==> src/rtl/timer_pkg.sv <==
// Shared types and helpers for the microwave cooking-time controller.
// Contents:
//   state_e      - controller state encoding (IDLE, SET, RUN, PAUSE, DONE)
//   bcd_t        - one BCD digit
//   mmss_t       - four-digit MM:SS time, most significant digit first
//   time_is_zero - 00:00 test
//   bcd_dec      - single-digit BCD decrement with borrow out
//   time_dec     - full MM:SS decrement built from bcd_dec
package timer_pkg;

    typedef enum logic [2:0] {
        StIdle  = 3'd0,
        StSet   = 3'd1,
        StRun   = 3'd2,
        StPause = 3'd3,
        StDone  = 3'd4
    } state_e;

    typedef logic [3:0] bcd_t;

    typedef struct packed {
        bcd_t min_t;
        bcd_t min_o;
        bcd_t sec_t;
        bcd_t sec_o;
    } mmss_t;

    localparam mmss_t TimeZero = '0;

    function automatic logic time_is_zero(input mmss_t t);
        return (t == TimeZero);
    endfunction

    // Returns {borrow, digit}. A zero digit borrows and reloads with 'wrap'.
    function automatic logic [4:0] bcd_dec(input bcd_t d, input bcd_t wrap);
        if (d == 4'd0) begin
            return {1'b1, wrap};
        end
        return {1'b0, d - 4'd1};
    endfunction

    // Seconds digits wrap to 59, minutes to 9; entry is not normalised, so a
    // seconds-tens digit above 5 simply counts down through its own value.
    function automatic mmss_t time_dec(input mmss_t t);
        mmss_t      r;
        logic [4:0] s;
        r = t;
        s = bcd_dec(t.sec_o, 4'd9);
        r.sec_o = s[3:0];
        if (s[4]) begin
            s = bcd_dec(t.sec_t, 4'd5);
            r.sec_t = s[3:0];
            if (s[4]) begin
                s = bcd_dec(t.min_o, 4'd9);
                r.min_o = s[3:0];
                if (s[4]) begin
                    s = bcd_dec(t.min_t, 4'd0);
                    r.min_t = s[3:0];
                end
            end
        end
        return r;
    endfunction

endpackage

==> src/rtl/tick_gen.sv <==
// One-second prescaler for the cooking timer.
// Ports:
//   clk   - system clock
//   rst_n - synchronous active-low reset
//   clr   - synchronous clear, overrides en
//   en    - count enable; the counter holds while low
//   tick  - one-cycle pulse on the last cycle of every CLK_HZ-cycle period
module tick_gen #(
    parameter int unsigned CLK_HZ = 50_000_000
) (
    input  logic clk,
    input  logic rst_n,
    input  logic clr,
    input  logic en,
    output logic tick
);

    localparam int unsigned CntW = $clog2(CLK_HZ);
    localparam logic [CntW-1:0] CntMax = CntW'(CLK_HZ - 1);

    logic [CntW-1:0] cnt_q;

    assign tick = en && (cnt_q == CntMax);

    always_ff @(posedge clk) begin
        if (!rst_n || clr) begin
            cnt_q <= '0;
        end else if (en) begin
            cnt_q <= tick ? '0 : cnt_q + CntW'(1);
        end
    end

endmodule

==> src/rtl/timer_countdown.sv <==
// Microwave cooking-time controller: accumulates MM:SS from keypad digits,
// counts down once per second while the door is closed, and drives heat.
// Optional feature macro: TIMER_BEEP_EN (adds BEEP_S parameter and a beep
// counter; without it beep is tied low).
// Ports:
//   clk, rst_n               - clock, synchronous active-low reset
//   key_valid, key_digit     - one-cycle BCD key pulse (digits > 9 ignored)
//   start_p, stop_p          - one-cycle start/resume and stop/clear pulses
//   door_closed              - door level, 1 = shut
//   min_t, min_o, sec_t, sec_o - registered BCD time digits
//   heat                     - magnetron enable, high exactly in RUN
//   done_p                   - one-cycle completion pulse
//   beep                     - buzzer enable
//   state_o                  - current state encoding
module timer_countdown
    import timer_pkg::*;
#(
    parameter int unsigned CLK_HZ  = 50_000_000,
    parameter int unsigned QUICK_S = 30
`ifdef TIMER_BEEP_EN
    ,
    parameter int unsigned BEEP_S  = 3
`endif
) (
    input  logic       clk,
    input  logic       rst_n,
    input  logic       key_valid,
    input  logic [3:0] key_digit,
    input  logic       start_p,
    input  logic       stop_p,
    input  logic       door_closed,
    output logic [3:0] min_t,
    output logic [3:0] min_o,
    output logic [3:0] sec_t,
    output logic [3:0] sec_o,
    output logic       heat,
    output logic       done_p,
    output logic       beep,
    output logic [2:0] state_o
);

    localparam mmss_t TimeQuick = {8'h00, 4'(QUICK_S / 10), 4'(QUICK_S % 10)};

    state_e state_q, state_d;
    mmss_t  time_q, time_d;
    logic   done_q, done_d;
    logic   heat_q;
    logic   tick;
    logic   presc_en;
    logic   key_ok;
    mmss_t  shifted;

    assign key_ok  = key_valid && (key_digit <= 4'd9);
    assign shifted = {time_q.min_o, time_q.sec_t, time_q.sec_o, key_digit};

`ifdef TIMER_BEEP_EN
    localparam int unsigned BeepW = $clog2(BEEP_S + 1);

    logic [BeepW-1:0] beep_cnt_q, beep_cnt_d;
    logic             beep_q, beep_d;

    // Prescaler keeps running in DONE so the beep can be timed in seconds.
    assign presc_en = (state_q == StRun) || ((state_q == StDone) && beep_q);

    always_comb begin
        beep_d     = beep_q;
        beep_cnt_d = beep_cnt_q;
        if (state_d != StDone) begin
            beep_d     = 1'b0;
            beep_cnt_d = '0;
        end else if (state_q != StDone) begin
            beep_d     = 1'b1;
            beep_cnt_d = BeepW'(BEEP_S);
        end else if (tick && beep_q) begin
            beep_cnt_d = beep_cnt_q - BeepW'(1);
            if (beep_cnt_q == BeepW'(1)) begin
                beep_d = 1'b0;
            end
        end
    end

    always_ff @(posedge clk) begin
        if (!rst_n) begin
            beep_q     <= 1'b0;
            beep_cnt_q <= '0;
        end else begin
            beep_q     <= beep_d;
            beep_cnt_q <= beep_cnt_d;
        end
    end

    assign beep = beep_q;
`else
    assign presc_en = (state_q == StRun);
    assign beep     = 1'b0;
`endif

    // Held clear whenever it is not counting, so every RUN entry starts at 0.
    tick_gen #(
        .CLK_HZ(CLK_HZ)
    ) u_tick_gen (
        .clk  (clk),
        .rst_n(rst_n),
        .clr  (!presc_en),
        .en   (presc_en),
        .tick (tick)
    );

    // Next-state logic; priority stop > door open > start > tick > key.
    always_comb begin
        state_d = state_q;
        time_d  = time_q;
        done_d  = 1'b0;
        case (state_q)
            StIdle: begin
                if (!stop_p) begin
                    if (start_p) begin
                        if (door_closed && time_is_zero(time_q)) begin
                            time_d  = TimeQuick;
                            state_d = StRun;
                        end
                    end else if (key_ok) begin
                        time_d  = shifted;
                        state_d = StSet;
                    end
                end
            end
            StSet: begin
                if (stop_p) begin
                    time_d  = TimeZero;
                    state_d = StIdle;
                end else if (start_p) begin
                    if (door_closed && !time_is_zero(time_q)) begin
                        state_d = StRun;
                    end
                end else if (key_ok) begin
                    time_d = shifted;
                end
            end
            StRun: begin
                if (stop_p || !door_closed) begin
                    state_d = StPause;
                end else if (tick) begin
                    time_d = time_dec(time_q);
                    if (time_is_zero(time_d)) begin
                        state_d = StDone;
                        done_d  = 1'b1;
                    end
                end
            end
            StPause: begin
                if (stop_p) begin
                    time_d  = TimeZero;
                    state_d = StIdle;
                end else if (start_p && door_closed) begin
                    state_d = StRun;
                end
            end
            StDone: begin
                if (stop_p) begin
                    time_d  = TimeZero;
                    state_d = StIdle;
                end else if (!start_p && key_ok) begin
                    time_d  = {12'h000, key_digit};
                    state_d = StSet;
                end
            end
            default: begin
                time_d  = TimeZero;
                state_d = StIdle;
            end
        endcase
    end

    always_ff @(posedge clk) begin
        if (!rst_n) begin
            state_q <= StIdle;
            time_q  <= TimeZero;
            done_q  <= 1'b0;
            heat_q  <= 1'b0;
        end else begin
            state_q <= state_d;
            time_q  <= time_d;
            done_q  <= done_d;
            heat_q  <= (state_d == StRun);
        end
    end

    assign min_t   = time_q.min_t;
    assign min_o   = time_q.min_o;
    assign sec_t   = time_q.sec_t;
    assign sec_o   = time_q.sec_o;
    assign heat    = heat_q;
    assign done_p  = done_q;
    assign state_o = state_q;

endmodule
==> config.mk <==
export PLATFORM = sky130hd
export DESIGN_NAME = timer_countdown
export DESIGN_NICKNAME = d
export VERILOG_FILES = /design/src/rtl/timer_pkg.sv /design/src/rtl/tick_gen.sv /design/src/rtl/timer_countdown.sv
export SDC_FILE = /design/constraint.sdc
export NUM_CORES = 1
export LEC_CHECK = 0
export BUFFER_PORTS_ARGS = -buffer_cell sky130_fd_sc_hd__buf_2
export CORE_MARGIN = 5
export CORE_UTILIZATION = 50
export DETAILED_ROUTE_END_ITERATION = 6
export PLACE_DENSITY = 0.7
export SLEW_MARGIN = 10
export SYNTH_ARGS = -nofsm -noshare
export SYNTH_HDL_FRONTEND = slang
export SYNTH_SLANG_ARGS = --single-unit
export TNS_END_PERCENT = 100
==> constraint.sdc <==
create_clock -name clk -period 2.5 [get_ports clk]
set_clock_uncertainty 0.05 [all_clocks]
set_input_delay 0 -clock clk [delete_from_list [all_inputs] [get_ports clk]]
set_output_delay 0 -clock clk [all_outputs]
set_load 0.03 [all_outputs]
==> results of run 1 <==
==> worst min-delay path, delay by kind of cell <==
kind                   cells  cell delay [ps]
buffers and inverters      1              120
AO/OA/AOI/OAI              2              210
AND/OR/NAND/NOR            1               60
==> synthesized netlist by cell type, types with 2 or more instances <==
library cell,number
sky130_fd_sc_hd__a211oi_1,5
sky130_fd_sc_hd__a21boi_0,3
sky130_fd_sc_hd__a21o_1,2
sky130_fd_sc_hd__a21oi_1,15
sky130_fd_sc_hd__a221o_1,2
sky130_fd_sc_hd__a31o_1,2
sky130_fd_sc_hd__a31o_2,3
sky130_fd_sc_hd__a31oi_1,4
sky130_fd_sc_hd__a32o_1,3
sky130_fd_sc_hd__and2_1,5
sky130_fd_sc_hd__and3_1,12
sky130_fd_sc_hd__and4_1,2
sky130_fd_sc_hd__buf_2,8
sky130_fd_sc_hd__buf_4,4
sky130_fd_sc_hd__clkbuf_1,12
sky130_fd_sc_hd__dfxtp_1,47
sky130_fd_sc_hd__inv_1,8
sky130_fd_sc_hd__mux2_2,2
sky130_fd_sc_hd__mux2i_1,4
sky130_fd_sc_hd__nand2_1,33
sky130_fd_sc_hd__nand2b_1,4
sky130_fd_sc_hd__nand3_1,18
sky130_fd_sc_hd__nand3b_1,2
sky130_fd_sc_hd__nand4_1,8
sky130_fd_sc_hd__nand4b_1,2
sky130_fd_sc_hd__nor2_1,51
sky130_fd_sc_hd__nor2b_1,3
sky130_fd_sc_hd__nor3_1,9
sky130_fd_sc_hd__nor3b_2,2
sky130_fd_sc_hd__nor4_1,8
sky130_fd_sc_hd__o211a_1,2
sky130_fd_sc_hd__o211ai_1,5
sky130_fd_sc_hd__o21ai_0,11
sky130_fd_sc_hd__o21ai_1,2
sky130_fd_sc_hd__o31ai_1,3
sky130_fd_sc_hd__o32ai_1,2
sky130_fd_sc_hd__or3_1,3
sky130_fd_sc_hd__xnor2_1,10
sky130_fd_sc_hd__xor2_1,14
==> kinds of logic (layout without fill, tap and decap cells) <==
| group | after synthesis | count (layout) | share of synthesized area [%] |
|---|---|---|---|
| compound gates | 76 | 76 | 18.6 |
| xor+xnor | 24 | 24 | 7.25 |
| fa+ha+maj | 1 | 1 | 0.432 |
| buf+inv | 33 | 65 | 5.18 |
| flops | 47 | 47 | 32.5 |
| mux | 6 | 6 | 2.16 |
| other cells | 1 | 1 | 0.129 |
| simple gates | 180 | 180 | 33.8 |
==> registers in the layout, summed over array words and instances, names as in the netlist <==
signal            cells
done_p                1
sec_o                 4
state_o               3
min_t                 4
sec_t                 4
min_o                 4
heat                  1
u_tick_gen.cnt_q     26
==> cells in the final DEF (no fill, tap or decap), drive strengths merged, types with 6 or more instances in the layout <==
cell type  instances
a21oi             15
and3              12
buf               49
clkbuf             6
dfxtp             47
inv                8
nand2             34
nand3             19
nand4              8
nor2              52
nor3              11
nor4              10
o21ai             13
xnor2             10
xor2              14
==> power by group through the flow <==
stage | clock network [mW] | registers, mW | logic, mW
finish | 0.477 | 0.877 | 1.59
global placement | 0 | 0.892 | 1.55
floorplan | 0 | 1.01 | 1.01
CTS | 0.479 | 0.877 | 1.57
global route | 0.514 | 0.890 | 1.74
detailed placement | 0 | 0.895 | 1.56
==> metrics by stage <==
step                hold slack (ps)  std cells
finish                         48.7        472
global placement                371        464
floorplan                       126        368
detailed placement              379        464
CTS                            56.2        472
global route                   80.3        472
==> layout make-up <==
class / instances / area [sq um] / area share, %
Clock buffer: 6 / 72.6 / 2.23
Clock inverter: 2 / 12.5 / 0.385
Inverter: 8 / 30.0 / 0.924
Multi-Input combinational cell: 288 / 1810 / 55.7
Sequential cell: 47 / 941 / 28.9
Tap cell: 72 / 90.1 / 2.77
Timing Repair Buffer: 49 / 293 / 9.01
==> path summary, 6_finish.rpt <==
kind                        from                   to  slack, ps  cells after the start
max reg2reg             min_t[3]                 heat        220                      6
max                     min_t[3]                 heat        220                      6
min                 key_digit[2]             sec_o[2]         50                      4
min reg2reg  u_tick_gen.cnt_q[0]  u_tick_gen.cnt_q[0]        390                      1
==> layer usage <==
metal  share of wire, %  GRT usage [%]  vias to the layer above
met3                7.0           5.09                       24
met2                 48           35.0                      115
met4                3.3           9.64                        0
met5                  0              0                        -
met1                 41           25.9                     1282
li1                   -              -                     1385
==> flow_metrics.py, run 1 <==
metrics = {
    "status": {
        "run_status": "complete, no violations",
    },
    "critical_path": {
        "worst_path_dominant_cell_family": "simple AND/OR/NAND/NOR gates",
        "setup.worst_path.class": "reg -> reg",
        "timing.critical_path.to_type": "flip-flop",
        "worstSetupStartpointType": "flip-flop",
        "critPathMaxStageDelay_ps": 430,
        "path_max_fanout": 6,
        "cpMaxStageDelayCell": "sky130_fd_sc_hd__or3_4",
        "worstPathRequired_ps": 2670,
        "critical_path.n_buffers_inverters": 0,
        "critical_path_arrival_ps": 2440,
        "path_cells": "or3_4 > or4_4 > nor4_2 > nand4_1 > a31o_1 > and2_1",
    },
    "yosys": {
        "net_count_of_the_mapped_netlist": 379,
        "number_of_enable_flip_flop_cells_after_synthesis": 0,
        "synth_top_cell_area_share_pct": 32.5,
        "netlist_top_cells_area": "sky130_fd_sc_hd__dfxtp_1 32%, sky130_fd_sc_hd__nor2_1 6.6%, sky130_fd_sc_hd__nand2_1 4.3%",
        "ys.warnings.count": 0,
        "postSynth.topFlopCell": "sky130_fd_sc_hd__dfxtp_1",
        "syn-cell-area_sq_um": 2900,
        "post_synth.cell_area_avg_sq_um": 7.88,
        "async_reset_ff_share_pct": 0,
        "yosysUniqueCellTypes": 72,
        "ys_seq_area_share_pct": 32.5,
        "synth.largest_area_cell": "sky130_fd_sc_hd__dfxtp_1",
        "synth_seq_cells": 47,
        "synthesis.instances": 368,
    },
    "layout": {
        "layout-area-overhead-vs-synth_pct": 12.1,
        "utilization_pct": 58.3,
        "num-fill-cells": 535,
        "layout-drive-gt1-share_pct": 19.3,
        "finalInstanceArea_sq_um": 3250,
        "antenna_cells_inserted": 0,
        "final_net_count": 410,
    },
    "sta": {
        "max_slew.worst_pin.slew_ps": 559,
        "slew_viol_final": 0,
        "fin_tns_setup_ps": 0,
        "period_needed_ps": 2280,
        "maxSlewHeadroom_pct": 62.8,
        "setup_viol_count_final": 0,
        "rsz0062_at_grt": "no",
        "final_hold_viol_count": 0,
        "fmax_ghz": 0.439,
        "layout_setup_ws_ps": 223,
        "finalCritPeriodShare_pct": 91.1,
    },
    "drt": {
        "num_vias": 2806,
        "first_iter_violations": 252,
        "wirelength_mm": 7.45,
        "drc": 0,
        "viasPerCell": 5.94,
        "drtAntennaViolNets": 0,
        "detail_route.first_pass.iterations": 5,
        "routedWlPerCell_microns": 15.8,
    },
    "clock_network": {
        "tritoncts.num_buffers": 5,
        "hold_buf_cts": 0,
        "htreeDepth": 2,
        "tritoncts_clock_tree": "built",
        "cts.reportedPaths.clkPinSlew_ps": 90,
        "ctsLongestPathBuffers": 2,
        "clock-sinks": 47,
        "cts.repair.resized": 0,
        "worst_skew_pair.late_latency_ps": 320,
        "clk_root_buffer_cell": "sky130_fd_sc_hd__clkbuf_8",
        "postCtsSetupBuffers": 0,
    },
    "power_and_ir_drop": {
        "internal_power_mw": 1.57,
        "clock_power_share_pct": 16.2,
        "totalPowerFinal_mw": 2.94,
        "total_leakage_power_nw": 1.31,
        "sw_power_mw": 1.37,
        "netSwitchingFraction_pct": 46.7,
        "pwr-share-comb_pct": 54.0,
        "power_density_nw_per_um2": 905,
        "vdd.ir_drop.worst_mv": 0.722,
        "power_frac_seq_pct": 29.8,
    },
    "grt": {
        "antenna_found_initial": 0,
        "grt_overall_usage_pct": 21.2,
        "grt_first_pass_wirelength_mm": 12.6,
        "grt_start_max_net_pins": 33,
        "via_count_of_the_first_global_routing_pass": 2659,
        "globalRouteOverflowTotal": 0,
    },
    "placement": {
        "buffer_ports.inserted": 30,
        "dp_worst_setup_slack_ps": 236,
        "globalplace.congestion": 0.938,
        "post_dp_cell_area_sq_um": 3160,
        "dp.final_hpwl_mm": 5.45,
    },
    "floorplan": {
        "chipHeight_microns": 86.1,
        "die_footprint_sq_um": 7420,
        "floorplan.die.width_microns": 86.1,
        "floorplan.core_area_sq_um": 5570,
        "num_io_pins": 32,
        "row_count": 27,
        "initial_utilization_pct": 52.0,
    },
    "flow_run": {
        "max-cap-violations": 0,
    },
    "hold_path": {
        "min_path_type": "in -> reg",
    },
}
(Power assumes the default switching activity.)
==> inputs of run 2 (changes only) <==
==> constraint.sdc (replaced) <==
create_clock -name clk -period 2.8 [get_ports clk]
set_clock_uncertainty 0.05 [all_clocks]
set_input_delay 0 -clock clk [delete_from_list [all_inputs] [get_ports clk]]
set_output_delay 0 -clock clk [all_outputs]
set_load 0.03 [all_outputs]
==> run 2 against run 1 <==
  * Setup slack better by 190 ps
  * Register-to-register slack gained 190 ps
  * Hold slack better by 9.8 ps
  * Utilization is 1.3 points lower
  * Count of clock-buffer cells in the layout rose by 1
  * Total power fell by 14%
  * Critical path depth up 1
  * Non-clock buffer count down 9
  * Design area fell by 2.3%
==> flow_metrics.py, run 2 (synthesized netlist as in run 1, its figures left out) <==
metrics = {
    "grt": {
        "globalRouteOverflowTotal": 0,
        "grtUsageMet3_pct": 4.03,
        "grt_start_max_net_pins": 33,
        "met2_usage_pct": 35.5,
        "top_usage_layer": "met2",
        "grt_util_met1_pct": 25.5,
        "via_count_of_the_first_global_routing_pass": 2656,
        "grt_first_pass_wirelength_mm": 12.6,
        "grt_overall_usage_pct": 20.7,
        "antenna_found_initial": 0,
    },
    "layout": {
        "layout-area-overhead-vs-synth_pct": 9.54,
        "antenna_cells_inserted": 0,
        "final-instance-count-excl-fill": 463,
        "final_net_count": 401,
        "top_register": "u_tick_gen.cnt_q",
        "final_cell_mix": "51 x sky130_fd_sc_hd__nor2_1, 47 x sky130_fd_sc_hd__dfxtp_1, 33 x sky130_fd_sc_hd__nand2_1, 30 x sky130_fd_sc_hd__buf_2, 18 x sky130_fd_sc_hd__nand3_1",
        "largest_register_ff_count": 26,
        "layout-drive-gt1-share_pct": 16.9,
        "mostFrequentLayoutCell": "sky130_fd_sc_hd__nor2_1",
    },
    "sta": {
        "max_slew.worst_pin.slew_ps": 827,
        "slew_viol_final": 0,
        "maxSlewHeadroom_pct": 44.5,
        "final_hold_viol_count": 0,
        "fmax_ghz": 0.419,
        "setup_viol_count_final": 0,
        "rsz0062_at_grt": "no",
        "period_needed_ps": 2390,
        "finalCritPeriodShare_pct": 85.3,
        "fin_tns_setup_ps": 0,
        "layout_setup_ws_ps": 412,
    },
    "clock_network": {
        "clock-sinks": 47,
        "cts.reportedPaths.clkPinSlew_ps": 90,
        "tritoncts_clock_tree": "built",
        "cts.repair.resized": 0,
        "clk_root_buffer_cell": "sky130_fd_sc_hd__clkbuf_8",
        "postCtsSetupBuffers": 0,
        "worst_skew_pair.late_latency_ps": 300,
        "hold_buf_cts": 0,
        "tritoncts.num_buffers": 5,
        "htreeDepth": 2,
        "ctsLongestPathBuffers": 2,
    },
    "drt": {
        "detail_route.first_pass.iterations": 5,
        "drc": 0,
        "num_vias": 2788,
        "routedWlPerCell_microns": 16.0,
        "drtAntennaViolNets": 0,
        "viasPerCell": 6.02,
        "wirelength_mm": 7.42,
        "first_iter_violations": 220,
    },
    "floorplan": {
        "die_footprint_sq_um": 7420,
        "floorplan.die.width_microns": 86.1,
        "num_io_pins": 32,
        "row_count": 27,
        "floorplan.core_area_sq_um": 5570,
        "chipHeight_microns": 86.1,
        "initial_utilization_pct": 52.0,
    },
    "critical_path": {
        "worstSetupStartpointType": "flip-flop",
        "critPathMaxStageDelay_ps": 430,
        "worst_r2r_path_depth": 7,
        "crit_path_frequent_cell": "sky130_fd_sc_hd__and3_1",
        "worst_path_dominant_cell_family": "simple AND/OR/NAND/NOR gates",
        "cpMaxStageDelayCell": "sky130_fd_sc_hd__dfxtp_1",
        "critical_path_arrival_ps": 2570,
        "worstPathRequired_ps": 2980,
        "path_max_fanout": 11,
        "timing.critical_path.to_type": "flip-flop",
        "path_depth": 7,
        "critical_path.n_buffers_inverters": 1,
        "path_cells": "nor4_1 > and3_1 > a31o_2 > and3_1 > buf_4 > nor2_1 > nor3b_1",
        "setup.worst_path.class": "reg -> reg",
    },
    "placement": {
        "dp.final_hpwl_mm": 5.32,
        "globalplace.congestion": 0.915,
        "dp_worst_setup_slack_ps": 469,
        "buffer_ports.inserted": 30,
        "place_inst": 455,
    },
    "power_and_ir_drop": {
        "pwr-share-comb_pct": 51.9,
        "total_leakage_power_nw": 1.26,
        "sw_power_mw": 1.19,
        "power_frac_seq_pct": 32.5,
        "internal_power_mw": 1.35,
        "clock_power_share_pct": 15.6,
        "totalPowerFinal_mw": 2.54,
        "power_density_nw_per_um2": 799,
        "netSwitchingFraction_pct": 46.8,
        "vdd.ir_drop.worst_mv": 0.612,
    },
    "hold_path": {
        "min_path_type": "in -> reg",
        "hold_path_depth": 4,
    },
    "flow_run": {
        "max-cap-violations": 0,
    },
    "status": {
        "run_status": "complete, no violations",
    },
}
-- run 2: tightest hold or removal path, cell delays in order --
cell	delay (ps)
sky130_fd_sc_hd__buf_2	110
sky130_fd_sc_hd__a211oi_1	80
sky130_fd_sc_hd__nand2_1	60
sky130_fd_sc_hd__o211a_1	140
-- run 2: routing by layer --
metal	up-vias	routed length (microns)
li1	1366	-
met1	1308	3170
met2	100	3700
met3	14	425
met4	0	119
met5	-	0
-- run 2: layout make-up --
class | count | area [sq um]
clock buffer | 7 | 76.3
clock inverter | 1 | 5.00
fill | 540 | 2400
inverter | 8 | 30.0
multi-input combinational | 288 | 1810
sequential | 47 | 941
tap | 72 | 90.1
timing repair buffer | 40 | 225
-- run 2: per-stage QoR --
stage / hold WS [ps] / util (%) / cell area (sq um)
4_1_cts: 50.6 / 57.0 / 3180
5_1_grt: 56.4 / 57.0 / 3180
6_report: 58.4 / 57.0 / 3180
2_1_floorplan: 126 / - / 2900
3_3_place_gp: 351 / 55.5 / 3090
3_5_place_dp: 371 / 55.5 / 3090
-- run 2: final timing paths --
path,start,slack [ps],end
setup reg to reg,sec_o[1],410,sec_t[1]
hold reg to reg,u_tick_gen.cnt_q[0],390,u_tick_gen.cnt_q[0]
setup / recovery,sec_o[1],410,sec_t[1]
hold / removal,key_digit[1],60,sec_o[1]
-- run 2: power groups by stage --
| stage | Sequential (mW) | Combinational (mW) | Clock [mW] |
|---|---|---|---|
| after floorplan | 0.904 | 0.905 | 0 |
| after global placement | 0.837 | 1.28 | 0 |
| after detailed placement | 0.837 | 1.29 | 0 |
| after CTS | 0.821 | 1.30 | 0.412 |
| after global routing | 0.838 | 1.43 | 0.448 |
| final | 0.824 | 1.32 | 0.396 |
==> inputs of run 3 (changes only) <==
--- a/config.mk
+++ b/config.mk
@@ -8,10 +8,12 @@
 export BUFFER_PORTS_ARGS = -buffer_cell sky130_fd_sc_hd__buf_2
 export CORE_MARGIN = 5
 export CORE_UTILIZATION = 50
+export CTS_BUF_LIST = sky130_fd_sc_hd__clkbuf_8
+export CTS_CLUSTER_SIZE = 28
 export DETAILED_ROUTE_END_ITERATION = 6
 export PLACE_DENSITY = 0.7
 export SLEW_MARGIN = 10
 export SYNTH_ARGS = -nofsm -noshare
 export SYNTH_HDL_FRONTEND = slang
 export SYNTH_SLANG_ARGS = --single-unit
-export TNS_END_PERCENT = 100
+export TNS_END_PERCENT = 30
==> run 3 against run 2 <==
  * Fmax shrank 0.18%
  * Clock power shrank 2%
  * Utilization is the same
  * Sequential cell count is the same
  * Critical path type unchanged
  * First-iteration DRC count grew 13%
  * Largest cell class unchanged
==> flow_metrics.py, run 3 (synthesized netlist as in run 1, its figures left out) <==
metrics = {
    "status": {
        "run_status": "complete, no violations",
    },
    "critical_path": {
        "worstSetupStartpointType": "flip-flop",
        "worstPathRequired_ps": 2980,
        "setup.worst_path.class": "reg -> reg",
        "path_cells": "nor4_1 > and3_1 > a31o_2 > and3_1 > buf_4 > nor2_1 > nor3b_1",
        "path_max_fanout": 11,
        "critPathMaxStageDelay_ps": 430,
        "critical_path_arrival_ps": 2570,
        "cpMaxStageDelayCell": "sky130_fd_sc_hd__dfxtp_1",
        "timing.critical_path.to_type": "flip-flop",
        "crit_path_frequent_cell": "sky130_fd_sc_hd__and3_1",
    },
    "power_and_ir_drop": {
        "power_density_nw_per_um2": 797,
        "totalPowerFinal_mw": 2.53,
        "total_leakage_power_nw": 1.27,
        "vdd.ir_drop.worst_mv": 0.618,
    },
    "drt": {
        "routedWlPerCell_microns": 16.0,
        "wirelength_mm": 7.39,
        "drc": 0,
        "num_vias": 2738,
        "detail_route.first_pass.iterations": 4,
        "viasPerCell": 5.91,
        "drtAntennaViolNets": 0,
        "first_iter_violations": 248,
    },
    "grt": {
        "grtUsageMet3_pct": 4.03,
        "antenna_found_initial": 0,
        "grt_overall_usage_pct": 20.7,
        "met2_usage_pct": 35.5,
        "top_usage_layer": "met2",
        "grt_start_max_net_pins": 33,
        "grt_first_pass_wirelength_mm": 12.6,
        "globalRouteOverflowTotal": 0,
        "grt_util_met1_pct": 25.5,
        "via_count_of_the_first_global_routing_pass": 2656,
    },
    "clock_network": {
        "tritoncts.num_buffers": 5,
        "postCtsSetupBuffers": 0,
        "cts.reportedPaths.clkPinSlew_ps": 90,
        "tritoncts_clock_tree": "built",
        "htreeDepth": 2,
        "worst_skew_pair.late_latency_ps": 300,
        "cts.repair.resized": 0,
        "clock-sinks": 47,
        "clk_root_buffer_cell": "sky130_fd_sc_hd__clkbuf_8",
        "ctsLongestPathBuffers": 2,
        "hold_buf_cts": 0,
    },
    "layout": {
        "antenna_cells_inserted": 0,
        "final_net_count": 401,
        "layout-area-overhead-vs-synth_pct": 9.54,
        "num-fill-cells": 540,
        "final_cell_mix": "51 x sky130_fd_sc_hd__nor2_1, 47 x sky130_fd_sc_hd__dfxtp_1, 33 x sky130_fd_sc_hd__nand2_1, 30 x sky130_fd_sc_hd__buf_2, 18 x sky130_fd_sc_hd__nand3_1",
        "utilization_pct": 57.0,
        "top_register": "u_tick_gen.cnt_q",
        "largest_register_ff_count": 26,
        "mostFrequentLayoutCell": "sky130_fd_sc_hd__nor2_1",
        "layout-drive-gt1-share_pct": 16.9,
    },
    "hold_path": {
        "min_path_type": "in -> reg",
    },
    "sta": {
        "slew_viol_final": 0,
        "period_needed_ps": 2390,
        "setup_viol_count_final": 0,
        "finalCritPeriodShare_pct": 85.5,
        "maxSlewHeadroom_pct": 44.7,
        "max_slew.worst_pin.slew_ps": 824,
        "fmax_ghz": 0.418,
        "fin_tns_setup_ps": 0,
        "rsz0062_at_grt": "no",
        "final_hold_viol_count": 0,
    },
    "flow_run": {
        "max-cap-violations": 0,
    },
    "placement": {
        "buffer_ports.inserted": 30,
        "globalplace.congestion": 0.915,
        "dp.final_hpwl_mm": 5.32,
    },
    "floorplan": {
        "floorplan.core_area_sq_um": 5570,
        "floorplan.die.width_microns": 86.1,
        "num_io_pins": 32,
        "chipHeight_microns": 86.1,
        "initial_utilization_pct": 52.0,
        "row_count": 27,
        "die_footprint_sq_um": 7420,
    },
}
run 3: cell count changes in the layout (fill, tap and decap cells not counted), sizes merged:
cell | previous run | this run
clkbuf | 7 | 5
inv | 8 | 10
run 3: worst paths after layout:
| path | startpoint | end | slack [ps] | depth (start not counted) |
|---|---|---|---|---|
| worst min register to register | u_tick_gen.cnt_q[0] | u_tick_gen.cnt_q[0] | 390 | 1 |
| worst min-delay path | key_digit[1] | sec_o[1] | 50 | 4 |
| worst max-delay path | sec_o[1] | sec_t[1] | 410 | 7 |
| worst max register to register | sec_o[1] | sec_t[1] | 410 | 7 |
run 3: where the power goes:
| part | internal [mW] | switching, mW | total [mW] |
|---|---|---|---|
| Combinational | 0.446 | 0.871 | 1.32 |
| Clock | 0.168 | 0.222 | 0.390 |
| Sequential | 0.728 | 0.0942 | 0.823 |
| Total | 1.34 | 1.19 | 2.53 |
run 3: area by class of cell:
| type | count | area (sq um) | share of cell area (%) |
|---|---|---|---|
| clock buffer | 5 | 68.8 | 2.17 |
| clock inverter | 3 | 12.5 | 0.394 |
| inverter | 8 | 30.0 | 0.946 |
| multi-input combinational | 288 | 1810 | 56.9 |
| sequential | 47 | 941 | 29.6 |
| tap | 72 | 90.1 | 2.84 |
| timing repair buffer | 40 | 225 | 7.09 |
run 3: metrics by stage:
stage	hold slack [ps]	worst slack [ps]	area, sq um	cells
floorplan	126	586	2900	368
global placement	351	473	3090	455
detailed placement	371	469	3090	455
CTS	49.6	461	3180	463
global route	55.9	231	3180	463
finish	55.0	407	3180	463
run 3: worst max-delay path, delay by kind of cell, from the launching register on:
kind	cells	cell delay (ps)
compound gates	1	230
buf+inv	1	260
flops	1	430
simple gates	5	1350
run 3: per-layer routing:
layer  vias to the layer above  routed length [microns]
li1                       1366                        -
met5                         -                        0
met3                        12                      441
met1                      1274                     3130
met4                         0                      115
met2                        86                     3700
